===== src/rtl/bus_slave_mc_pkg.sv =====
// Shared types and helpers for the multi-channel bus slave.
// State encoding is fixed so that bus analysers can decode the FSM directly.
package bus_slave_mc_pkg;

  localparam int MAX_CH = 16;

  typedef enum logic [2:0] {
    ST_IDLE        = 3'd0,
    ST_WRITE_ACK   = 3'd1,
    ST_WRITE_BURST = 3'd2,
    ST_READ_ACK    = 3'd3,
    ST_READ_BURST  = 3'd4,
    ST_WAIT        = 3'd5
  } state_e;

  // Channel-count / select-width sanity; a bad build treats every channel as invalid.
  function automatic bit cfg_ok(input int sel_w, input int num_ch);
    return (num_ch >= 1) && (num_ch <= MAX_CH) && (sel_w >= 1) && (sel_w < 31) &&
           ((1 << sel_w) >= num_ch);
  endfunction

  function automatic logic [MAX_CH-1:0] onehot(input logic [31:0] ch, input int num_ch);
    onehot = '0;
    if (ch < 32'(num_ch)) onehot = MAX_CH'(1) << ch;
  endfunction

endpackage


===== src/rtl/bus_slave_mc_req.sv =====
// Per-channel request flags: write space and read data available.
// Latency 1 cycle from FIFO flags; no backpressure, flags simply follow the FIFOs.
module bus_slave_mc_req
  import bus_slave_mc_pkg::*;
#(
  parameter int NUM_CH = 4
) (
  input  logic              clk_i,
  input  logic              reset_i,
  input  logic [NUM_CH-1:0] w_fifo_prog_full_i,
  input  logic [NUM_CH-1:0] r_fifo_empty_i,
  output logic [NUM_CH-1:0] req_w_o,
  output logic [NUM_CH-1:0] req_r_o
);

  for (genvar i = 0; i < NUM_CH; i++) begin : g_ch
    always_ff @(posedge clk_i) begin
      if (reset_i) begin
        req_w_o[i] <= 1'b0;
        req_r_o[i] <= 1'b0;
      end else begin
        req_w_o[i] <= ~w_fifo_prog_full_i[i];
        req_r_o[i] <= ~r_fifo_empty_i[i];
      end
    end
  end

endmodule


===== src/rtl/bus_slave_mc.sv =====
// Bridges the local master bus to NUM_CH read/write FIFO pairs; channel picked in the address phase.
// Write data and read-valid lag the strobe by 1 cycle; full/empty or burst limit parks the FSM in WAIT.
module bus_slave_mc
  import bus_slave_mc_pkg::*;
#(
  parameter int DATA_W    = 32,
  parameter int NUM_CH    = 4,
  parameter int CH_SEL_W  = 4,
  parameter int MAX_BURST = 256,
  parameter int CNT_W     = 16
) (
  input  logic                     clk_i,
  input  logic                     reset_i,
  input  logic                     stb_i,
  input  logic                     we_i,
  input  logic                     m_rdy_i,
  input  logic [DATA_W-1:0]        dat_i,
  output logic                     ack_o,
  output logic                     abort_o,
  output logic                     s_rdy_o,
  output logic [DATA_W-1:0]        dat_o,
  output logic                     dat_o_enable_o,
  output logic [NUM_CH-1:0]        req_w_o,
  output logic [NUM_CH-1:0]        req_r_o,
  output logic [CNT_W-1:0]         xfer_cnt_o,
  output logic [NUM_CH-1:0]        r_fifo_rd_o,
  input  logic [NUM_CH*DATA_W-1:0] r_fifo_dat_i,
  input  logic [NUM_CH-1:0]        r_fifo_empty_i,
  output logic [DATA_W-1:0]        w_fifo_dat_o,
  output logic [NUM_CH-1:0]        w_fifo_dat_valid_o,
  input  logic [NUM_CH-1:0]        w_fifo_prog_full_i
);

  localparam bit          CFG_OK = cfg_ok(CH_SEL_W, NUM_CH);
  localparam logic [31:0] MAX_B  = 32'(MAX_BURST);

  state_e              state, state_nxt;
  logic [CH_SEL_W-1:0] ch_sel;
  logic [NUM_CH-1:0]   sel_oh;
  logic                ch_bad, ch_full, ch_empty, lim_at, lim_hit;
  logic                wr_stb, rd_stb;

  assign ch_bad   = !CFG_OK || (32'(ch_sel) >= 32'(NUM_CH));
  assign sel_oh   = ch_bad ? '0 : NUM_CH'(onehot(32'(ch_sel), NUM_CH));
  // An invalid channel selects nothing, so it reads as never-full / always-empty.
  assign ch_full  = |(w_fifo_prog_full_i & sel_oh);
  assign ch_empty = ~|(~r_fifo_empty_i & sel_oh);
  assign lim_at   = (MAX_B != 0) && (32'(xfer_cnt_o) >= MAX_B);
  assign lim_hit  = (MAX_B != 0) && (32'(xfer_cnt_o) + 32'd1 >= MAX_B);

  always_comb begin
    state_nxt = state;
    ack_o     = 1'b0;
    abort_o   = 1'b0;
    wr_stb    = 1'b0;
    rd_stb    = 1'b0;
    if (!reset_i) begin
      case (state)
        ST_IDLE: if (stb_i) state_nxt = we_i ? ST_WRITE_ACK : ST_READ_ACK;
        ST_WRITE_ACK: begin
          if (ch_bad || ch_full) begin
            abort_o   = 1'b1;
            state_nxt = ST_WAIT;
          end else begin
            ack_o     = 1'b1;
            wr_stb    = m_rdy_i && stb_i;
            state_nxt = (wr_stb && lim_hit) ? ST_WAIT : ST_WRITE_BURST;
          end
        end
        ST_WRITE_BURST: begin
          ack_o = 1'b1;
          if (!stb_i) state_nxt = ST_IDLE;
          else begin
            wr_stb = m_rdy_i && !lim_at;
            if (ch_full || lim_at || (m_rdy_i && lim_hit)) state_nxt = ST_WAIT;
          end
        end
        ST_READ_ACK: begin
          if (ch_bad || ch_empty) begin
            abort_o   = 1'b1;
            state_nxt = ST_WAIT;
          end else begin
            ack_o     = 1'b1;
            rd_stb    = 1'b1;
            state_nxt = lim_hit ? ST_WAIT : ST_READ_BURST;
          end
        end
        ST_READ_BURST: begin
          if (!stb_i) state_nxt = ST_IDLE;
          else if (ch_empty || lim_at) state_nxt = ST_WAIT;
          else begin
            ack_o  = 1'b1;
            rd_stb = 1'b1;
            if (lim_hit) state_nxt = ST_WAIT;
          end
        end
        ST_WAIT: if (!stb_i) state_nxt = ST_IDLE;
        default: state_nxt = ST_IDLE;
      endcase
    end
  end

  assign r_fifo_rd_o    = sel_oh & {NUM_CH{rd_stb}};
  assign dat_o_enable_o = s_rdy_o;

  always_comb begin
    dat_o = '0;
    for (int i = 0; i < NUM_CH; i++)
      if (sel_oh[i]) dat_o = dat_o | r_fifo_dat_i[i*DATA_W +: DATA_W];
  end

  always_ff @(posedge clk_i) begin
    if (reset_i) begin
      state              <= ST_IDLE;
      ch_sel             <= '0;
      xfer_cnt_o         <= '0;
      s_rdy_o            <= 1'b0;
      w_fifo_dat_o       <= '0;
      w_fifo_dat_valid_o <= '0;
    end else begin
      state              <= state_nxt;
      w_fifo_dat_o       <= dat_i;
      w_fifo_dat_valid_o <= sel_oh & {NUM_CH{wr_stb}};
      s_rdy_o            <= rd_stb;
      if (state == ST_IDLE && stb_i) begin
        ch_sel     <= dat_i[CH_SEL_W-1:0];
        xfer_cnt_o <= '0;
      end else if ((wr_stb || rd_stb) && !(&xfer_cnt_o)) begin
        xfer_cnt_o <= xfer_cnt_o + CNT_W'(1);
      end
    end
  end

  bus_slave_mc_req #(.NUM_CH(NUM_CH)) u_req (
    .clk_i              (clk_i),
    .reset_i            (reset_i),
    .w_fifo_prog_full_i (w_fifo_prog_full_i),
    .r_fifo_empty_i     (r_fifo_empty_i),
    .req_w_o            (req_w_o),
    .req_r_o            (req_r_o)
  );

endmodule


===== config.mk =====
export PLATFORM = sky130hd
export DESIGN_NAME = bus_slave_mc
export DESIGN_NICKNAME = d
export VERILOG_FILES = /design/src/rtl/bus_slave_mc_pkg.sv /design/src/rtl/bus_slave_mc_req.sv /design/src/rtl/bus_slave_mc.sv
export SDC_FILE = /design/constraint.sdc
export NUM_CORES = 1
export LEC_CHECK = 0
export CORE_MARGIN = 3
export CORE_UTILIZATION = 29
export CTS_BUF_LIST = sky130_fd_sc_hd__clkbuf_8
export CTS_CLUSTER_DIAMETER = 60
export CTS_CLUSTER_SIZE = 14
export DETAILED_ROUTE_END_ITERATION = 10
export PLACE_DENSITY_LB_ADDON = 0.08
export SYNTH_ARGS = -nofsm -noshare
export SYNTH_HDL_FRONTEND = slang
export SYNTH_SLANG_ARGS = --single-unit

===== constraint.sdc =====
create_clock -name clk_i -period 3.14 [get_ports clk_i]
set_input_delay 0.314 -clock clk_i [delete_from_list [all_inputs] [get_ports clk_i]]
set_output_delay 0.314 -clock clk_i [all_outputs]
set_load 0.02 [all_outputs]

==> flow_summary.yaml, run 1 <==
clock_network:
  cts_buffer_depth: 2
  cts-root-buf: "clkbuf_8"
  cts_resized: 0
  h-tree-depth: 3
  cts_buffers: 9
  cts_tree: "built"
  post_cts_buffers: 0
  hold_buffers: 0
  clk_pin_slew_ns: 0.08
  cts_num_sinks: 68
  worstSkewPairLatency_ns: 0.35
detailed_routing:
  vias: 3960
  drc: 0
  routed_via_density: 4.88
  drtIter0Drc: 193
  totalWireLength_mm: 15.6
  wl_per_cell_um: 19.2
  antenna_left: 0
  drt_first_pass_iters: 4
floorplan:
  core_um2: 12300
  io-pin-count: 273
  die_area_um2: 14300
  die_height_um: 120
  fp.dieW_um: 120
  start_util_pct: 30.4
  row_count: 40
global_route:
  grt_pass1_vias: 3980
  grt_max_degree: 52
  grt_usage_pct: 21.4
  grt_antenna_before_repair: 2
  overflow: 0
  grt_pass1_wl_mm: 23.7
finish:
  fillCellCount: 1147
  layout-drive-gt1-share_pct: 13.1
  areaGrowthSynthToFinish_pct: 83.9
  fin_nets: 812
power:
  p_leak_uw: 0.00247
  ir_drop_mv: 0.297
  p_per_area_nw_per_um2: 507
setup_path:
  cpPeakStageDelay_ns: 0.62
  crit_fanout: 6
  cp_slowest_cell: "clkdlybuf4s50_1"
  critPathTopFamily: "buffers and inverters"
  r2r_start: "xfer_cnt_o[0]$_SDFFE_PP0P_"
  crit_type: "reg -> out"
  path_depth: 6
  reg2reg_depth: 8
  cp.required_ns: 2.83
  cp-start-kind: "register"
  worstSetupEndpointType: "primary output"
  path_cells: "mux4_2, nand2b_4, or3_1, buf_4, nor2_1, clkdlybuf4s50_1"
  r2r_setup_slack_ns: 0.49
  arrival_ns: 2.71
  crit_buf_inv: 2
  reg2reg_to: "state[0]$_SDFFE_PP0P_"
  worstSetupEndpoint: "r_fifo_rd_o[3]"
  startpoint: "ch_sel[0]$_SDFFE_PP0P_"
sta:
  tns_ns: 0
  fin_skew_ns: 0.0135
  worst_pin_slew_ns: 0.687
  fmax_mhz: 331
  final.period_utilization_pct: 96.2
  drv_slew: 0
  max_slew_margin_pct: 54.2
  grt_setup_unrepaired: "no"
  hold_violations: 0
  min_period_ns: 3.02
  setup-violations-final: 0
  setup_ws_ns: 0.118
synth:
  synth_warnings: 0
  syn_inst: 370
  synthArstFlopShare_pct: 0
  postSynthAreaPerCell_um2: 10.1
  synth_edf_count: 0
  synth_seq_cells: 68
  synth_nets: 545
  ys_seq_area_share_pct: 36.4
  synth_cell_types: 51
  synth_area_um2: 3740
  synthFlopType: "dfxtp_1"
min_path:
  hold_class: "in -> reg"
placement:
  preCtsSetupSlack_ns: 0.121
  place.gp.congestion: 0.850
  portBuffers: 272
  hpwl_mm: 12.5
run:
  drv_cap: 0
status:
  status: "finished clean"
## per-stage QoR
step                hold WS [ns]  utilization [%]  cells  total power [uW]  area, um^2
floorplan                  0.381                -    370              1960        3740
global route               0.470             55.9    811              3690        6880
detailed placement         0.534             54.0    794              2760        6650
global placement           0.520             54.0    794              2750        6650
finish                     0.485             55.9    811              3490        6880
CTS                        0.466             55.8    810              3530        6860
## final cells by class
class	instances	area, um^2	share of cell area [%]
diodes	1	2.50	0.0364
clock buffers	11	151	2.20
clock inverters	5	60.1	0.873
inverters	6	22.5	0.327
multi-input cells	264	2230	32.4
flip-flops and latches	68	1360	19.8
well taps	168	210	3.05
repair buffers	288	2840	41.3
## metal layers
layer	share of wire [%]	vias to the layer above	GRT usage [%]
met5	0.083	-	0
met4	2.1	2	5.23
met3	8.8	25	8.58
met2	51	181	37.8
met1	38	1912	24.2
li1	-	1840	-
## worst register-to-register path, stage by stage, from the launching register on
cell	delay [ns]
dfxtp_1	0.44
ha_1	0.35
inv_1	0.08
nor4_1	0.44
mux2i_1	0.13
or4_4	0.46
a21o_1	0.23
and2_1	0.17
a311oi_1	0.25
## kinds of logic after synthesis
logic type / after synthesis / synth area share [%]
multiplexers: 41 / 22.3
XOR/XNOR: 18 / 4.21
AND/OR/NAND/NOR: 174 / 26.5
AO/OA/AOI/OAI: 29 / 5.52
buffers and inverters: 38 / 4.41
adder cells (fa/ha/maj): 2 / 0.669
flip-flops: 68 / 36.4
## synth_stat cells (6+ instances only)
library cell | count | area share [%]
a21oi_1 | 10 | 1.3
mux4_2 | 34 | 20
clkbuf_1 | 23 | 2.3
xor2_1 | 13 | 3.0
mux2i_1 | 7 | 1.9
inv_1 | 6 | 0.60
nand4_1 | 9 | 1.5
and2_1 | 36 | 6.0
dfxtp_1 | 68 | 36
nand3_1 | 8 | 1.1
nor2_1 | 42 | 4.2
nor2b_1 | 33 | 5.5
nor4_1 | 8 | 1.3
nand2_1 | 11 | 1.1
## worst min-delay path by stage
stage                                      start                           to  slack, ns  cells after the start
final                          r_fifo_empty_i[3]  u_req.req_r_o[3]$_SDFF_PP0_       0.49                      2
after global routing           r_fifo_empty_i[3]  u_req.req_r_o[3]$_SDFF_PP0_       0.47                      2
after CTS                                reset_i    dat_o_enable_o$_SDFF_PP0_       0.47                      4
after detailed placement  ch_sel[2]$_SDFFE_PP0P_       ch_sel[2]$_SDFFE_PP0P_       0.53                      2
after global placement    ch_sel[3]$_SDFFE_PP0P_       ch_sel[3]$_SDFFE_PP0P_       0.52                      2
after floorplan                r_fifo_empty_i[0]  u_req.req_r_o[0]$_SDFF_PP0_       0.38                      1
## registers in the layout, summed over array words and instances, names as in the netlist
register and count:
dat_o_enable_o 1, ch_sel 4, state 3, w_fifo_dat_o 32
w_fifo_dat_valid_o 4, xfer_cnt_o 16, u_req.req_r_o 4, u_req.req_w_o 4
## report_power, final
part | internal, uW | switching [uW] | total, uW
Clock | 411 | 344 | 755
Sequential | 925 | 35.3 | 960
Combinational | 949 | 827 | 1780
## cells in the final DEF, fill, tap and decap left out, types with 2 or more instances in the layout
master,netlist,routed
mux2i_1,7,7
dfxtp_2,0,2
dfxtp_1,68,66
clkdlybuf4s50_1,0,270
nor2b_1,33,33
o21ai_0,2,2
a31oi_1,3,3
xnor2_1,5,5
nand3_1,8,8
and2_1,36,36
nor3_1,5,5
nand4_1,9,9
mux4_2,34,34
nor4_2,0,2
clkbuf_8,0,11
nand2_1,11,11
nor4_1,8,6
buf_4,1,16
nor2_1,42,41
or3_1,3,3
nor3b_1,2,2
clkinv_4,0,2
xor2_1,13,13
ha_1,2,2
and4_1,3,3
or2_2,3,3
a21oi_1,10,10
nand2b_1,2,2
inv_1,6,6
Note: power is estimated with default switching activity, not from simulation.
==> inputs of run 2 (changes only) <==
--- a/config.mk
+++ b/config.mk
@@ -5,6 +5,7 @@
 export SDC_FILE = /design/constraint.sdc
 export NUM_CORES = 1
 export LEC_CHECK = 0
+export ABC_CLOCK_PERIOD_IN_PS = 3140
 export CORE_MARGIN = 3
 export CORE_UTILIZATION = 29
 export CTS_BUF_LIST = sky130_fd_sc_hd__clkbuf_8
==> results of run 2 <==
Same layout as run 1: the final DEF is identical, and so are final timing and power.
==> inputs of run 3 (changes only) <==
--- a/config.mk
+++ b/config.mk
@@ -6,8 +6,7 @@
 export NUM_CORES = 1
 export LEC_CHECK = 0
 export ABC_CLOCK_PERIOD_IN_PS = 3140
-export CORE_MARGIN = 3
-export CORE_UTILIZATION = 29
+export CORE_UTILIZATION = 25
 export CTS_BUF_LIST = sky130_fd_sc_hd__clkbuf_8
 export CTS_CLUSTER_DIAMETER = 60
 export CTS_CLUSTER_SIZE = 14
@@ -16,3 +15,4 @@
 export SYNTH_ARGS = -nofsm -noshare
 export SYNTH_HDL_FRONTEND = slang
 export SYNTH_SLANG_ARGS = --single-unit
+export TNS_END_PERCENT = 1
==> run 3 against run 2 <==
Sequential share of layout area is essentially flat. Critical path depth decreased by 1. Highest routed layer is now met4. Cell count is 2.3% higher. Critical endpoint is now r_fifo_rd_o[1]. Global-route usage is 2.4 points lower. Sequential power increased by 2%.
==> flow_summary.yaml, run 3 (synthesis gave the netlist of run 1 again) <==
finish:
  largest_register_ff_count: 32
  largestRegisters: "w_fifo_dat_o (32), xfer_cnt_o (16)"
  postLayoutCoreUtil_pct: 47.2
  final_common_cell: "clkdlybuf4s50_1"
  areaGrowthSynthToFinish_pct: 84.1
  final_cell_mix: "270 x clkdlybuf4s50_1, 66 x dfxtp_1, 41 x nor2_1"
  fin_nets: 814
  fillCellCount: 1383
  top_register: "w_fifo_dat_o"
  layout-drive-gt1-share_pct: 13.0
clock_network:
  cts-root-buf: "clkbuf_8"
  cts_buffer_depth: 2
  clk_pin_slew_ns: 0.07
  h-tree-depth: 3
  cts_tree: "built"
  cts_buffers: 9
  worstSkewPairLatency_ns: 0.35
  post_cts_buffers: 0
  cts_num_sinks: 68
setup_path:
  crit_fanout: 5
  reg2reg_to: "xfer_cnt_o[15]$_SDFFE_PP0P_"
  r2r_start: "ch_sel[0]$_SDFFE_PP0P_"
  crit_type: "reg -> out"
  cp_slowest_cell: "clkdlybuf4s50_1"
  arrival_ns: 2.65
  reg2reg_depth: 8
  cp.required_ns: 2.83
  worstSetupEndpointType: "primary output"
  r2r_setup_slack_ns: 0.48
  startpoint: "ch_sel[0]$_SDFFE_PP0P_"
  path_cells: "mux4_2, nand2b_4, or3_1, nor2_1, clkdlybuf4s50_1"
  cpPeakStageDelay_ns: 0.61
  cp-start-kind: "register"
power:
  ir_drop_mv: 0.210
  pwr-share-seq_pct: 28.4
  p_leak_uw: 0.00245
  switching_share_pct: 35.1
  p_clk_share_pct: 21.3
  p_per_area_nw_per_um2: 499
  intPower_uw: 2230
  p_sw_uw: 1210
  power_frac_comb_pct: 50.3
sta:
  fin_skew_ns: 0.00598
  worst_pin_slew_ns: 0.675
  grt_setup_unrepaired: "no"
  setup-violations-final: 0
  fmax_mhz: 337
  tns_ns: 0
  max_slew_margin_pct: 55.0
  final.period_utilization_pct: 94.5
  drv_slew: 0
  hold_violations: 0
  min_period_ns: 2.97
placement:
  portBuffers: 272
  place.gp.congestion: 0.816
  hpwl_mm: 11.7
global_route:
  grt_pass1_wl_mm: 22.6
  grt_pass1_vias: 3946
  grt_usage_pct: 19.1
  grt_max_degree: 39
  grt_antenna_before_repair: 2
  overflow: 0
floorplan:
  die_area_um2: 15500
  start_util_pct: 25.7
  fp.dieW_um: 124
  die_height_um: 124
  io-pin-count: 273
  row_count: 44
  core_um2: 14600
run:
  drv_cap: 0
detailed_routing:
  wl_per_cell_um: 17.6
  routed_via_density: 4.61
  drt_first_pass_iters: 4
  antenna_left: 0
  vias: 3830
  drc: 0
  drtIter0Drc: 114
  totalWireLength_mm: 14.6
min_path:
  worstHoldPathCells: 3
  hold_path_end: "state[2]$_SDFFE_PP0P_"
  hold_class: "in -> reg"
  worstHoldStart: "reset_i"
status:
  status: "finished clean"
[run 3: how the worst max path moves through the flow]
stage	endpoint	slack (ns)
6_report	r_fifo_rd_o[1]	0.17
2_1_floorplan	r_fifo_rd_o[0]	0.63
5_1_grt	dat_o[27]	0.006
3_5_place_dp	r_fifo_rd_o[0]	0.02
3_3_place_gp	r_fifo_rd_o[0]	0.11
4_1_cts	dat_o[27]	0.10
[run 3: cell type report]
class                           instances  area (um^2)  share of cell area [%]
Antenna cell                            2         5.00                  0.0726
Clock buffer                            9          124                    1.80
Clock inverter                          7         75.1                    1.09
Inverter                                6         22.5                   0.327
Multi-Input combinational cell        264         2220                    32.2
Sequential cell                        68         1360                    19.8
Tap cell                              184          230                    3.34
Timing Repair Buffer                  290         2850                    41.4
[run 3: timing repair]
action                     in CTS  in global routing
setup endpoints to repair       1                  0
gates resized for setup         1                  0
hold buffers                    0                  0
[run 3: layer usage]
metal,vias up,wire length (um),global-route usage [%]
met1,1820,5360,19.6
li1,1847,-,-
met4,0,274,6.80
met3,12,957,5.84
met5,-,0,0
met2,151,8020,35.9
[run 3: power by group through the flow]
stage | sequential, uW | clock, uW | combinational [uW]
2_1_floorplan | 1020 | 0 | 949
4_1_cts | 976 | 770 | 1750
3_5_place_dp | 997 | 0 | 1740
5_1_grt | 986 | 799 | 1860
6_report | 975 | 732 | 1730
3_3_place_gp | 995 | 0 | 1740
[run 3: critical path: cells and delay by family, from the launching register on]
kind | cells | cell delay, ns
muxes | 1 | 0.57
buffers and inverters | 1 | 0.61
and+or+nand+nor | 3 | 0.75
DFF | 1 | 0.37
[run 3: through the flow]
stage | hold slack, ns | instance area (um^2) | power, uW | std cells | worst slack [ns]
detailed placement | 0.530 | 6690 | 2740 | 812 | 0.0239
global placement | 0.520 | 6690 | 2740 | 812 | 0.109
CTS | 0.410 | 6890 | 3500 | 828 | 0.102
global route | 0.444 | 6890 | 3640 | 830 | 0.00616
finish | 0.427 | 6890 | 3440 | 830 | 0.173
floorplan | 0.381 | 3740 | 1960 | 370 | 0.629
